--- src/rtl/fetch_decode.sv ---
// Fetch/decode sequencer: owns the PC, reads a one-cycle-latency ROM, resolves JMP locally and
// issues decoded words over valid/ready. Optional illegal-opcode trap: FETCH_TRAP_ILLEGAL_EN.
module fetch_decode #(
  parameter int ADDR_W   = 8,
  parameter int DATA_W   = 16,
  parameter int RESET_PC = 0
) (
  input  logic              clk,
  input  logic              rst_n,
  input  logic              run,
  output logic [ADDR_W-1:0] addr_p,
  input  logic [DATA_W-1:0] prom_data,
  output logic              instr_valid,
  input  logic              instr_ready,
  output logic [3:0]        opcode,
  output logic [3:0]        reg_sel,
  output logic [7:0]        imm,
  output logic [ADDR_W-1:0] pc,
  output logic              halted
);

  localparam logic [3:0] OP_JMP = 4'hC;

`ifdef FETCH_TRAP_ILLEGAL_EN
  typedef enum logic [2:0] {IDLE, FETCH, LATCH, ISSUE, HALT} state_t;
`else
  typedef enum logic [2:0] {IDLE, FETCH, LATCH, ISSUE} state_t;
`endif

  state_t              state;
  state_t              state_next;
  logic [ADDR_W-1:0]   pc_next;
  logic [DATA_W-1:0]   ir;
  logic                ir_load;
  logic [3:0]          word_op;

  // Handshake: an instruction retires on a rising edge where instr_valid and instr_ready are
  // both high; instr_valid is only ever asserted in ISSUE and the decoded fields hold until then.
  assign word_op     = prom_data[15:12];
  assign addr_p      = pc;
  assign instr_valid = (state == ISSUE);
  assign opcode      = ir[15:12];
  assign reg_sel     = ir[11:8];
  assign imm         = ir[7:0];

`ifdef FETCH_TRAP_ILLEGAL_EN
  assign halted = (state == HALT);
`else
  assign halted = 1'b0;
`endif

  always_comb begin
    state_next = state;
    pc_next    = pc;
    ir_load    = 1'b0;
    case (state)
      IDLE: begin
        if (run) state_next = FETCH;
      end
      FETCH: begin
        state_next = LATCH;
      end
      LATCH: begin
        ir_load = 1'b1;
        if (word_op == OP_JMP) begin
          pc_next    = ADDR_W'(prom_data[7:0]);
          state_next = run ? FETCH : IDLE;
        end
`ifdef FETCH_TRAP_ILLEGAL_EN
        // Trapped words leave pc on the faulting address.
        else if (word_op >= 4'hD) begin
          state_next = HALT;
        end
`endif
        else begin
          pc_next    = pc + ADDR_W'(1);
          state_next = ISSUE;
        end
      end
      ISSUE: begin
        if (instr_ready) state_next = run ? FETCH : IDLE;
      end
`ifdef FETCH_TRAP_ILLEGAL_EN
      HALT: begin
        state_next = HALT;
      end
`endif
      default: begin
        state_next = IDLE;
      end
    endcase
  end

  always_ff @(posedge clk or negedge rst_n) begin
    if (!rst_n) begin
      state <= IDLE;
      pc    <= ADDR_W'(RESET_PC);
      ir    <= '0;
    end else begin
      state <= state_next;
      pc    <= pc_next;
      if (ir_load) ir <= prom_data;
    end
  end

endmodule

--- config.mk ---
export PLATFORM = sky130hd
export DESIGN_NAME = fetch_decode
export DESIGN_NICKNAME = d
export VERILOG_FILES = /design/src/rtl/fetch_decode.sv
export SDC_FILE = /design/constraint.sdc
export NUM_CORES = 1
export LEC_CHECK = 0
export ABC_AREA = 1
export CELL_PAD_IN_SITES_DETAIL_PLACEMENT = 1
export CELL_PAD_IN_SITES_GLOBAL_PLACEMENT = 2
export CORE_MARGIN = 1.5
export CORE_UTILIZATION = 25
export DETAILED_ROUTE_END_ITERATION = 10
export PLACE_DENSITY_LB_ADDON = 0.25
export RECOVER_POWER = 100
export SYNTH_ARGS = -nofsm -noshare
export SYNTH_HDL_FRONTEND = slang
export SYNTH_SLANG_ARGS = --single-unit
--- constraint.sdc ---
create_clock -name clk -period 2.9 [get_ports clk]
set_input_delay 0.58 -clock clk [delete_from_list [all_inputs] [get_ports clk]]
set_output_delay 0.58 -clock clk [all_outputs]
set_load 0.05 [all_outputs]
==> results.txt, run 1 <==
final setup vio count: 0
Post-route DRC: 0
crit end category: primary output
minimum clock period: 2310 ps
DR iter-0 viols: 36
outcome: complete, but fails checks
CP cell instances: dlygate4sd3_1
die area: 5820 um2
Global Route Usage Sum: 0.131
Rel. slew slack: -0.00367
Required @ worst endpoint: 2320 ps
Distinct cells, synth: 24
initial antenna violation count: 0
Core Rows: 26
Vias: 1202
CP startpoint kind: flip-flop
post-synthesis sequential area ratio: 0.485
first-pass GRT wire length: 6140 um
clock latency on the worst-skew pair: 280 ps
Post-synth EDFFs: 0
worst setup path class: flip-flop to primary output
Clock Skews: 4.13 ps
Arr. time, crit path: 1730 ps
Max stage delay cell, worst path: dlygate4sd3_1
Root Driver: clkbuf_8
CP peak stage delay: 920 ps
# IOs: 54
Initial Util: 0.261
Setup Fix Bufs, Post-CTS: 0
register area: 651 um2
DP Wirelength: 2700 um
Post-CTS Resized: 0
ANT nets after route: 0
unrepaired setup endpoints after global routing: no
leading register cell type out of synthesis: dfrtp_1
cts hold-fix bufs: 0
Fin. Hold Viols: 0
violated checks: max-capacitance violations, max-slew violations
Area Overhead vs Synth: 41.8%
DIE HEIGHT: 76.3 um
yosys warns: 0
Fillers: 654
syn_nets: 190
Seq cells post-synth: 26
dominant cell type by area after synthesis: dfrtp_1
layout cell share with drive strength beyond 1: 0.0563
count of pins over their slew limit: 26
port buffer count: 52
vias in the first global route: 1312
fmax: 0.434 GHz
Clock Pin Slew Worst Setup and Hold Paths: 100 ps
maxcap violations: 1
global placement routability congestion: 0.721
setup total negative slack: 0 ps
ranking of synthesized cells by area: dfrtp_1 48%, nand2_1 20%, buf_4 5.0%
pin count of the biggest net entering global routing: 33
Worst Setup Slack, final: 595 ps
vias per inst: 4.25
H-tree levels: 1
Synth Instances: 169
# clock sinks: 26
Worst path top cell family by delay: buffers and inverters
final period utilization: 0.795
Setup WS pre-CTS: 951 ps
grt total ovfl: 0
fraction of registers with async set/reset: 1.00
CTS tree: yes
DR WL/cell: 12.9 um
final wirelength: 3640 um
Longest Clk Path Bufs: 2
drt first pass iters: 4
Die W: 76.3 um
CTS buffer count: 3
Hold Path Class: flip-flop to flip-flop
multi-input logic area: 519 um2
fin nets: 235
WP buf/inv: 1
syn avg cell area: 7.94 um2
core area: 5140 um2
Netlist Area Pre-Place: 1340 um2
diodes inserted: 0
Yosys top cell area share: 0.485
Worst Tran Pin Value: 1510 ps
CP Max Fanout: 9
layout by cell type, fill, tap and decap left out:
master / count
nand2_2: 1
o21ai_0: 8
nor2_1: 7
inv_1: 16
clkdlybuf4s50_1: 18
xor2_1: 2
clkbuf_1: 1
dfrtp_1: 26
o21a_1: 1
conb_1: 1
nand3_1: 8
a21oi_1: 3
dlygate4sd3_1: 34
o22ai_2: 1
nand4_4: 1
ha_1: 1
nand2_1: 73
nor2_2: 2
inv_4: 1
o21ai_1: 2
nor3_2: 1
clkbuf_8: 4
nand3_2: 1
stage by stage:
stage,instances,cell area (um2),util,hold WS (ps)
final,283,1900,0.370,490
after global routing,283,1900,0.370,523
after CTS,283,1920,0.373,507
after global placement,279,1860,0.363,467
after floorplan,169,1340,-,284
after detailed placement,279,1860,0.363,474
cell families (layout without fill, tap and decap cells):
family                   after synthesis  in the layout  synth area share
AND/OR/NAND/NOR                       94             94             0.308
buffers and inverters                 30             74             0.119
flip-flops                            26             26             0.485
AO/OA/AOI/OAI                         15             15            0.0634
XOR/XNOR                               2              2            0.0130
adder cells (fa/ha/maj)                1              1           0.00932
other                                  1              1           0.00279
layer usage:
layer,track usage,routed length (um),up-vias
met5,0,0,-
met4,0.0389,34,0
met3,0.0347,215,4
met2,0.234,1820,34
met1,0.152,1570,566
li1,-,-,598
area by class of cell:
class,instances,area share
sequential,26,0.342
timing repair buffer,53,0.275
multi-input combinational,113,0.273
tap,70,0.0460
inverter,17,0.0348
clock buffer,4,0.0289
cell usage after synthesis (2+ instances only):
library cell   n
nand2_1       70
dfrtp_1       26
inv_1         15
buf_4          9
nand3_1        8
o21ai_0        8
nor2_1         7
a21oi_1        3
buf_2          3
nand2_2        3
nor2_2         2
o21ai_1        2
xor2_1         2
flip-flops by register name (all words and copies together) (netlist names):
register  cells
addr_p        8
state         2
ir           16
path summary, 6_finish.rpt:
kind / from / to / slack (ps) / depth (start not counted)
worst max-delay path: addr_p[2] / pc[2] / 590 / 1
worst min-delay path: ir[8] / ir[8] / 490 / 2
worst max register to register: state[0] / addr_p[0] / 880 / 6
worst min register to register: ir[8] / ir[8] / 490 / 2
max in group asynchronous: rst_n / ir[9] / 830 / 2
min in group asynchronous: rst_n / ir[3] / 1190 / 2
tightest hold or removal path, stage by stage, from the launching register on:
cell and delay, ps:
dfrtp_1 360, nand2_1 50, nand2_1 50
Power of run 1 is left out: the tool's default activity adds up to more than one toggle a clock period on the data nets, which glitch-free logic cannot reach.
==> run 2: changes to the inputs <==
--- a/config.mk
+++ b/config.mk
@@ -9,7 +9,7 @@
 export CELL_PAD_IN_SITES_DETAIL_PLACEMENT = 1
 export CELL_PAD_IN_SITES_GLOBAL_PLACEMENT = 2
 export CORE_MARGIN = 1.5
-export CORE_UTILIZATION = 25
+export CORE_UTILIZATION = 23
 export DETAILED_ROUTE_END_ITERATION = 10
 export PLACE_DENSITY_LB_ADDON = 0.25
 export RECOVER_POWER = 100
==> constraint.sdc (replaced) <==
create_clock -name clk -period 2.32 [get_ports clk]
set_input_delay 0.464 -clock clk [delete_from_list [all_inputs] [get_ports clk]]
set_output_delay 0.464 -clock clk [all_outputs]
set_load 0.05 [all_outputs]
==> results.txt, run 2 (same netlist as run 1, synthesis figures left out) <==
max reg flops: 16
Worst Min Path Start: ir[4]
Core Rows: 27
Global Route Usage Sum: 0.121
grt total ovfl: 0
FF-to-FF setup slack: 380 ps
clock latency on the worst-skew pair: 280 ps
initial antenna violation count: 0
worst setup path class: flip-flop to primary output
drt first pass iters: 4
Max stage delay cell, worst path: dlygate4sd3_1
final setup vio count: 0
WHS: 484 ps
Clock Pin Slew Worst Setup and Hold Paths: 90 ps
most common cell after layout, fill and taps aside: nand2_1
Longest Clk Path Bufs: 2
diodes inserted: 0
Most flops, register: ir
Post-route DRC: 0
Setup Fix Bufs, Post-CTS: 0
CP peak stage delay: 920 ps
final wirelength: 3600 um
Initial Util: 0.241
minimum clock period: 2150 ps
global placement routability congestion: 0.721
CTS buffer count: 3
commonest cells after routing, fill and taps aside: 72 x nand2_1, 34 x dlygate4sd3_1, 26 x dfrtp_1
Vias: 1224
Area Overhead vs Synth: 43.3%
core area: 5570 um2
DR iter-0 viols: 26
pin count of the biggest net entering global routing: 33
met3 Usage GRT: 0.0389
Rel. slew slack: 0.0362
crit end category: primary output
CP Max Fanout: 9
# clock sinks: 26
DIE HEIGHT: 79.4 um
Die W: 79.4 um
Reg2Reg Capture Point: addr_p[0]
fin util: 0.345
first-pass GRT wire length: 5980 um
Clock Skews: 4.54 ps
unrepaired setup endpoints after global routing: no
Setup crit start: addr_p[2]
M1 GR Usage: 0.134
Hold Path Class: flip-flop to flip-flop
vias in the first global route: 1294
WP buf/inv: 1
maxcap violations: 0
routing usage on met2: 0.225
cts hold-fix bufs: 0
Setup WS pre-CTS: 529 ps
multi-input logic area: 522 um2
ANT nets after route: 0
Fin. Hold Viols: 0
fmax: 0.465 GHz
count of pins over their slew limit: 0
worst r2r src: state[0]
Post-CTS Resized: 0
DR WL/cell: 12.6 um
Worst Reg2Reg Path Length in Cells: 6
DP Wirelength: 2750 um
CP cell instances: dlygate4sd3_1
fin nets: 235
Root Driver: clkbuf_8
CP startpoint kind: flip-flop
register area: 651 um2
Worst path top cell family by delay: buffers and inverters
Arr. time, crit path: 1690 ps
die area: 6300 um2
outcome: finished clean
grt peak-use layer: met2
layout cell share with drive strength beyond 1: 0.0610
Required @ worst endpoint: 1860 ps
H-tree levels: 1
hold path cells: 2
# IOs: 54
vias per inst: 4.29
Worst Setup Slack, final: 170 ps
CTS tree: yes
setup total negative slack: 0 ps
Worst Hold End: ir[4]
final period utilization: 0.927
Fillers: 671
Worst Tran Pin Value: 1450 ps
port buffer count: 52
## run 2: cell type report
class                   instances  share of cell area
repair buffers                 53               0.272
flip-flops and latches         26               0.338
clock buffers                   3              0.0215
multi-input cells             113               0.271
well taps                      72              0.0468
inverters                      17              0.0345
clock inverters                 1              0.0156
## run 2: metrics by stage
stage	instance area [um2]	cells
3_5_place_dp	1870	281
2_1_floorplan	1340	169
6_report	1920	285
3_3_place_gp	1870	281
4_1_cts	1940	285
5_1_grt	1920	285
## run 2: worst max-delay path by stage
stage                              to  slack, ps  depth (start not counted)
after floorplan             addr_p[6]        800                          6
after global placement    instr_valid        540                          3
after detailed placement    addr_p[2]        530                          1
after CTS                   addr_p[2]        210                          1
after global routing        addr_p[2]        100                          2
final                       addr_p[2]        170                          1
## run 2: routing by layer
metal / vias up / part of all wire / wire length (um)
met2: 37 / 0.52 / 1870
met4: 0 / 0.0044 / 16
met3: 2 / 0.064 / 232
met1: 585 / 0.41 / 1480
met5: - / 0 / 0
li1: 600 / - / -
Power of run 2 is left out for the same reason.
